--- src/rtl/rv32i_types.sv ---
// Shared types and constants for the cacheline adapter.
//
// Contents:
//   LINE_W_DEFAULT / BEAT_W_DEFAULT : default cacheline and burst beat widths
//   NUM_BEATS / COUNT_W             : beats per line and width of the beat counter
//   OFFSET_W                        : byte-offset bits cleared on the memory address
//   adapter_state_e                 : adapter FSM state encoding
package rv32i_types;

  localparam int unsigned LINE_W_DEFAULT = 256;
  localparam int unsigned BEAT_W_DEFAULT = 64;
  localparam int unsigned NUM_BEATS      = 4;
  localparam int unsigned COUNT_W        = 2;
  localparam int unsigned OFFSET_W       = 5;

  typedef enum logic [1:0] {
    IDLE  = 2'd0,
    READ  = 2'd1,
    WRITE = 2'd2,
    DONE  = 2'd3
  } adapter_state_e;

endpackage

--- src/rtl/adapter_control.sv ---
// Control FSM for the cacheline adapter.
//
// Ports:
//   clk, rst      : clock, asynchronous active-high reset
//   read_i        : line read request from the arbiter (wins over write_i)
//   write_i       : line write request from the arbiter
//   resp_i        : per-beat valid/accept from memory
//   last_beat_i   : beat counter is on the final beat of the line
//   state_o       : current FSM state (debug / checker visibility)
//   start_o       : leaving IDLE this cycle; datapath latches address and line
//   accept_o      : a beat is transferred this cycle
//   resp_o        : line completion pulse to the arbiter
//   read_o        : burst read request to memory
//   write_o       : burst write request to memory
//
// Handshake: a beat moves on every cycle where the adapter is in READ or
// WRITE and memory raises resp_i; resp_i=0 stalls for any number of cycles,
// and resp_i outside READ/WRITE is ignored.
//
// Build option ADAPTER_FAST_RESP_EN: when defined, DONE is never entered and
// resp_o is raised in the cycle the final beat is accepted.
module adapter_control
  import rv32i_types::*;
(
  input  logic           clk,
  input  logic           rst,
  input  logic           read_i,
  input  logic           write_i,
  input  logic           resp_i,
  input  logic           last_beat_i,
  output adapter_state_e state_o,
  output logic           start_o,
  output logic           accept_o,
  output logic           resp_o,
  output logic           read_o,
  output logic           write_o
);

  adapter_state_e state_q, state_d;

  always_ff @(posedge clk or posedge rst) begin
    if (rst) begin
      state_q <= IDLE;
    end else begin
      state_q <= state_d;
    end
  end

  always_comb begin
    state_d  = state_q;
    start_o  = 1'b0;
    accept_o = 1'b0;
    resp_o   = 1'b0;
    read_o   = 1'b0;
    write_o  = 1'b0;
    case (state_q)
      IDLE: begin
        if (read_i) begin
          state_d = READ;
          start_o = 1'b1;
        end else if (write_i) begin
          state_d = WRITE;
          start_o = 1'b1;
        end
      end
      READ, WRITE: begin
        read_o  = (state_q == READ);
        write_o = (state_q == WRITE);
        if (resp_i) begin
          accept_o = 1'b1;
          if (last_beat_i) begin
`ifdef ADAPTER_FAST_RESP_EN
            state_d = IDLE;
            resp_o  = 1'b1;
`else
            state_d = DONE;
`endif
          end
        end
      end
      DONE: begin
        resp_o  = 1'b1;
        state_d = IDLE;
      end
      default: state_d = IDLE;
    endcase
  end

  assign state_o = state_q;

endmodule

--- src/rtl/cacheline_adapter.sv ---
// Cacheline adapter: converts one LINE_W-bit line request from the arbiter
// into a 4-beat BEAT_W-bit burst to memory, and back.
//
// Ports:
//   clk, rst            : clock, asynchronous active-high reset
//   address_i           : line address from the arbiter
//   line_i              : write line from the arbiter
//   read_i / write_i    : line request, held by the arbiter until resp_o
//   line_o              : assembled read line (holds the last completed read)
//   resp_o              : one-cycle line completion pulse
//   address_o           : line-aligned burst address to memory
//   burst_o / burst_i   : write beat out / read beat in (beat 0 = line bits [BEAT_W-1:0])
//   read_o / write_o    : burst request to memory
//   resp_i              : per-beat valid/accept from memory
//
// Build option ADAPTER_FAST_RESP_EN: completion is reported in the cycle the
// last beat is accepted, with the top beat of a read taken straight from
// burst_i that cycle. Default build adds one DONE cycle after the last beat.
module cacheline_adapter
  import rv32i_types::*;
#(
  parameter int unsigned LINE_W = LINE_W_DEFAULT,
  parameter int unsigned BEAT_W = BEAT_W_DEFAULT
) (
  input  logic              clk,
  input  logic              rst,
  input  logic [31:0]       address_i,
  input  logic [LINE_W-1:0] line_i,
  input  logic              read_i,
  input  logic              write_i,
  output logic [LINE_W-1:0] line_o,
  output logic              resp_o,
  output logic [31:0]       address_o,
  output logic [BEAT_W-1:0] burst_o,
  input  logic [BEAT_W-1:0] burst_i,
  output logic              read_o,
  output logic              write_o,
  input  logic              resp_i
);

  adapter_state_e      state;
  logic                start;
  logic                accept;
  logic                last_beat;

  logic [LINE_W-1:0]   line_q;
  logic [LINE_W-1:0]   rd_line_q;
  logic [31:0]         addr_q;
  logic [COUNT_W-1:0]  count_q;
  logic [LINE_W-1:0]   rd_line_final;
  logic                unused_addr_bits;

  assign last_beat = (count_q == COUNT_W'(NUM_BEATS - 1));

  adapter_control u_control (
    .clk         (clk),
    .rst         (rst),
    .read_i      (read_i),
    .write_i     (write_i),
    .resp_i      (resp_i),
    .last_beat_i (last_beat),
    .state_o     (state),
    .start_o     (start),
    .accept_o    (accept),
    .resp_o      (resp_o),
    .read_o      (read_o),
    .write_o     (write_o)
  );

  // Buffer contents once the beat on burst_i is merged in; on the final read
  // beat this is the completed line.
  always_comb begin
    rd_line_final = line_q;
    rd_line_final[count_q*BEAT_W +: BEAT_W] = burst_i;
  end

  always_ff @(posedge clk or posedge rst) begin
    if (rst) begin
      line_q    <= '0;
      rd_line_q <= '0;
      addr_q    <= '0;
      count_q   <= '0;
    end else begin
      if (start) begin
        addr_q <= address_i;
        line_q <= line_i;
      end
      if (accept) begin
        // Count wraps to 0 after the last beat, ready for the next line.
        count_q <= count_q + 1'b1;
        if (state == READ) begin
          line_q <= rd_line_final;
          if (last_beat) begin
            rd_line_q <= rd_line_final;
          end
        end
      end
    end
  end

  assign address_o = {addr_q[31:OFFSET_W], {OFFSET_W{1'b0}}};
  assign unused_addr_bits = ^addr_q[OFFSET_W-1:0];

  assign burst_o = (state == WRITE) ? line_q[count_q*BEAT_W +: BEAT_W] : '0;

`ifdef ADAPTER_FAST_RESP_EN
  assign line_o = (state == READ && accept && last_beat) ? rd_line_final : rd_line_q;
`else
  assign line_o = (state == DONE) ? line_q : rd_line_q;
`endif

endmodule

--- config.mk ---
export PLATFORM = sky130hd
export DESIGN_NAME = cacheline_adapter
export DESIGN_NICKNAME = d
export VERILOG_FILES = /design/src/rtl/rv32i_types.sv /design/src/rtl/adapter_control.sv /design/src/rtl/cacheline_adapter.sv
export SDC_FILE = /design/constraint.sdc
export NUM_CORES = 2
export LEC_CHECK = 0
export BUFFER_PORTS_ARGS = -buffer_cell sky130_fd_sc_hd__buf_2
export CAP_MARGIN = 10
export CORE_AREA = 3 3 274 276
export CTS_CLUSTER_DIAMETER = 150
export DETAILED_ROUTE_END_ITERATION = 7
export DIE_AREA = 0 0 277 279
export HOLD_SLACK_MARGIN = 0.08
export PLACE_DENSITY = 0.61
export SYNTH_ARGS = -nofsm -noshare
export SYNTH_HDL_FRONTEND = slang
export SYNTH_SLANG_ARGS = --single-unit
export TNS_END_PERCENT = 1
--- constraint.sdc ---
create_clock -name clk -period 26.9 [get_ports clk]
set_input_delay 5.38 -clock clk [delete_from_list [all_inputs] [get_ports clk]]
set_output_delay 5.38 -clock clk [all_outputs]
set_load 0.005 [all_outputs]
# Yosys cells after proc, flatten, opt, wreduce, memory -nomap -nowiden
# Index checks and enable logic that the tools add are counted.
[classes]
reduce_logical = 4
n_eq_ne = 7
add_sub_neg = 2
n_mux = 19
shift = 3
[ops]
columns = ["operator", "n"]
rows = [
  ["$mux W256", 4],
  ["$bwmux W256", 1],
  ["$shift A64 B34 Y256 const A", 1],
  ["$shiftx A256 B9 Y64", 1],
  ["$shiftx A64 B34 Y256", 1],
  ["$mux W64", 1],
  ["$neg A8 Y34", 1],
  ["$mux W1", 8],
  ["$mux W2", 4],
  ["$eq A2 B2 Y1 const B", 3],
  ["$pmux W2 S3", 1],
  ["$reduce_and A3 Y1", 2],
  ["$ne A2 B2 Y1 const B", 2],
  ["$ne A3 B3 Y1 const B", 1],
  ["$add A2 B1 Y2 const B", 1],
  ["$eq A2 B1 Y1 const B", 1],
  ["$logic_not A2 Y1", 1],
  ["$reduce_or A2 Y1", 1],
]
[word_totals]
out_inout_bits = 355
wordCells = 40
reg_bits = 548

# Logic depth before layout (Yosys ltp)
[logic_depth]
depth_word = 6
mapped_depth = 11

# Modules after synthesis
# A second synthesis with hierarchy kept.
[hier_totals]
hier_cells = 3013
hier_area_um2 = 30130.1
[modules_own_cells]
columns = ["module", "area_per_inst_um2", "instances", "cells_per_inst", "seq_area_each_um2"]
rows = [
  ["cacheline_adapter", 29932.5, 1, 2993, 13538.0],
  ["adapter_control", 197.7, 1, 20, 50.0],
]

# Worst setup path before layout
# Ideal clock, no wire load.
[synth_timing]
kind = "reg2out"
start = "register count_q[0]"
end = "output burst_o[25]"
n_path_buf = 3
setup_slack_ns = 19.843
t_arrival_ns = 1.677
required_ns = 21.520
stages_incl_launch_ff = 6
cell_sequence = "dfrtp_1 -> buf_2 -> buf_2 -> buf_4 -> mux4_2 -> and2_1"
[synth_via]
elab_chain_len = 2
[synth_rtl]
columns = ["item", "line", "text"]
rows = [
  ["start: declaration", "cacheline_adapter.sv:49", "logic [COUNT_W-1:0] count_q;"],
  ["start signal: assignment", "cacheline_adapter.sv:90", "count_q <= count_q + 1'b1;"],
  ["$shiftx A256 B9 Y64", "cacheline_adapter.sv:104", "assign burst_o = (state == WRITE) ? line_q[count_q*BEAT_W +: BEAT_W] : '0;"],
  ["$mux W64", "cacheline_adapter.sv:104", ""],
  ["end: declaration", "cacheline_adapter.sv:34", "output logic [BEAT_W-1:0] burst_o,"],
]
# No other way between the ends.

# Worst setup path in the final report
[layout_timing]
start = "register u_control.state_q[0], in the netlist u_control.state_o[0]"
end = "output line_o[126]"
[layout_via]
elab_chain_len = 2
[layout_rtl]
columns = ["item", "line", "text"]
rows = [
  ["start: declaration", "adapter_control.sv:39", "adapter_state_e state_q, state_d;"],
  ["start signal: assignment", "adapter_control.sv:45", "state_q <= state_d;"],
  ["$eq A2 B2 Y1", "cacheline_adapter.sv:109", "assign line_o = (state == DONE) ? line_q : rd_line_q;"],
  ["$mux W256", "cacheline_adapter.sv:109", ""],
  ["end: declaration", "cacheline_adapter.sv:31", "output logic [LINE_W-1:0] line_o,"],
]
# No other way between the ends.

==> results.sh <==
export IMPL_status="finished, final reports clean"
export IMPL_start_kind="flop"
export IMPL_cts_root_buf="clkbuf_16"
export IMPL_rsz0062_at_grt="false"
export IMPL_drc_errors=0
export IMPL_synthFlopType="dfrtp_1"
export IMPL_grt_usage_pct=30.2
export IMPL_grt_max_degree=227
export IMPL_hold_viol=0
export IMPL_portBuffers=701
export IMPL_synth_edff_count=0
export IMPL_dp_hpwl_um=74800
export IMPL_die_area_um2=77300
export IMPL_arrival_ps=3830
export IMPL_postSynthAreaPerCell_um2=10.6
export IMPL_crit_type="flop to output pin"
export IMPL_worst_slack_ps=17690
export IMPL_cts_htree_levels=3
export IMPL_clock_sinks=543
export IMPL_crit_reg2reg_launch="count_q[0]"
export IMPL_startpoint="u_control.state_o[0]"
export IMPL_syn2layout_area_growth_pct=20.9
export IMPL_cellLeakagePower_nw=17.7
export IMPL_p_per_area_nw_per_um2=132
export IMPL_drt_wl_total_um=121000
export IMPL_fp_row_count=99
export IMPL_cts_made_buffers=67
export IMPL_critPathSlowestCell="buf_4"
export IMPL_seqPwrFrac_pct=31.5
export IMPL_crit_chain="ha_4 > buf_4 > buf_4 > mux2_2 > buf_2"
export IMPL_ant_nets=0
export IMPL_ys_ff_latch=543
export IMPL_finalWeightedCongestion=0.854
export IMPL_core_um2=72800
export IMPL_ys_seq_area_share_pct=45.6
export IMPL_routed_via_density=6.05
export IMPL_slew_viol_final=0
export IMPL_grt_pass1_wl_um=178000
export IMPL_critPathTopFamily="buffers and inverters"
export IMPL_power_frac_clock_pct=20.0
export IMPL_worstPathBufferInverterCount=3
export IMPL_die_x_um=277
export IMPL_tightest_slew_ps=1190
export IMPL_clk_latency_ps=610
export IMPL_finalCriticalPeriod_ps=9210
export IMPL_post_synth_top_count_cell="dfrtp_1"
export IMPL_critPathRequiredTime_ps=21520
export IMPL_end_kind="output pin"
export IMPL_synth_top_cell_area_share_pct=45.6
export IMPL_die_y_um=279
export IMPL_setup_viol=0
export IMPL_fin_hold_ws_ps=471
export IMPL_antenna_found_initial=41
export IMPL_grt_pass1_vias=25900
export IMPL_cts_repair_resized=0
export IMPL_tritoncts="built"
export IMPL_synthCells=2814
export IMPL_layout_drive_gt1_share_pct=35.2
export IMPL_dpl_worst_slack_ps=18120
export IMPL_yosys_warnings=0
export IMPL_yosys_top_cells_area="dfrtp_1 (46%), mux2_2 (9.7%), a221o_1 (8.6%), and3_1 (5.4%), mux4_2 (4.8%)"
export IMPL_num_vias=26500
export IMPL_hp_class="flop to flop"
export IMPL_syn_cell_area_um2=29800
export IMPL_fin_skew_ps=29.1
export IMPL_fmax_ghz=0.109
export IMPL_post_cts_buffers=0
export IMPL_power_switching_w=0.00193
export IMPL_p_sw_share_pct=40.5
export IMPL_path_max_fanout=58
export IMPL_grt_overflow_total=0
export IMPL_io_pins=712
export IMPL_final_net_count=3716
export IMPL_ctsLongestPathBuffers=3
export IMPL_fin_setup_tns_ps=0
export IMPL_clk_pin_slew_ps=60
export IMPL_crit_top_cell="buf_4"
export IMPL_p_int_w=0.00283
export IMPL_initial_utilization_pct=40.9
export IMPL_p_comb_share_pct=48.5
export IMPL_yosysTopAreaCell="dfrtp_1"
export IMPL_timing_slew_headroom_pct=21.0
export IMPL_hold_buffers=0
export IMPL_peakVddDrop_v=0.0000623
export IMPL_wl_per_cell_um=27.7
export IMPL_ys_top_cells_by_count="dfrtp_1 (543), nand2_1 (276), and3_1 (257), mux2_2 (257)"
export IMPL_synthArstFlopShare_pct=100
export IMPL_first_pass_iters=5
export IMPL_max_cap_violations=0
export IMPL_max_stage_delay_ps=800
export IMPL_hold_start="addr_q[23]"
export IMPL_fin_crit_sh_pct=34.2
export IMPL_ys_types=36
export IMPL_dr_first_iter_drc_count=2680
-- cell type report --
class | count | area, um2
Inverter | 6 | 30.0
Antenna cell | 35 | 87.6
Clock inverter | 21 | 305
Sequential cell | 543 | 13600
Fill cell | 6787 | 36800
Timing Repair Buffer | 746 | 3860
Multi-Input combinational cell | 1982 | 15000
Clock buffer | 96 | 1980
Tap cell | 959 | 1200
-- flip-flops by register name, summed over array words and instances, names as in the netlist --
signal             cells
u_control.state_o      2
count_q                2
line_q               256
rd_line_q            256
addr_q                27
-- metal layers --
metal  track usage [%]  routed length [um]
met5                 0                  76
met4              14.0                4840
met3              6.13               10000
met2              46.9               56600
met1              41.0               49800
-- worst reg2reg max path: stages (launching register included) --
cell     delay [ps]
dfrtp_4         740
buf_4           710
ha_4            710
and4b_4         960
buf_4           840
and3_1          390
a221o_1         120
-- cells in the final DEF (no fill, tap or decap), types with 35 or more instances in the layout --
cell type,n
nand3b_1,64
and3_1,256
buf_4,44
clkbuf_16,70
a21oi_1,256
o21ai_1,192
and2_1,64
buf_2,701
a2bb2oi_1,64
mux4_2,64
dfrtp_1,541
mux2_2,257
nand2_1,276
diode_2,35
nor2b_1,192
a221o_1,256
-- power groups by stage --
stage / Clock (W) / Sequential, W / Combinational (W)
3_5_place_dp: 0 / 0.00149 / 0.00231
4_1_cts: 0.000966 / 0.00149 / 0.00231
3_3_place_gp: 0 / 0.00149 / 0.00229
5_1_grt: 0.000998 / 0.00154 / 0.00247
6_report: 0.000955 / 0.00150 / 0.00231
2_1_floorplan: 0 / 0.00136 / 0.00150
-- logic make-up (layout without fill, tap and decap cells) --
kind of cell    Yosys count  in the layout  share of synthesized area [%]
compound gates          772            772                           18.1
flops                   543            543                           45.6
buf+inv                 293            869                           4.63
mux                     328            328                           14.9
xor+xnor                  1              1                         0.0294
fa+ha+maj                13             13                          0.546
simple gates            863            863                           16.2
other cells               1             40                         0.0126
-- worst paths after layout --
| check | endpoint | slack (ps) | depth (start not counted) |
|---|---|---|---|
| setup reg to reg | line_q[117] | 22390 | 6 |
| hold / removal | addr_q[23] | 470 | 2 |
| min in group asynchronous | rd_line_q[80] | 4910 | 2 |
| setup / recovery | line_o[126] | 17690 | 5 |
| hold reg to reg | addr_q[23] | 470 | 2 |
| max in group asynchronous | line_q[187] | 18950 | 5 |
-- stage by stage --
step | area [um2] | instances | total power [W] | util [%]
global route | 36000 | 4381 | 0.00501 | 49.4
detailed placement | 33700 | 4236 | 0.00380 | 46.2
finish | 36000 | 4388 | 0.00476 | 49.5
floorplan | 29800 | 2818 | 0.00286 | -
global placement | 33700 | 4236 | 0.00378 | 46.2
CTS | 35900 | 4353 | 0.00477 | 49.3
(Power assumes the default switching activity.)
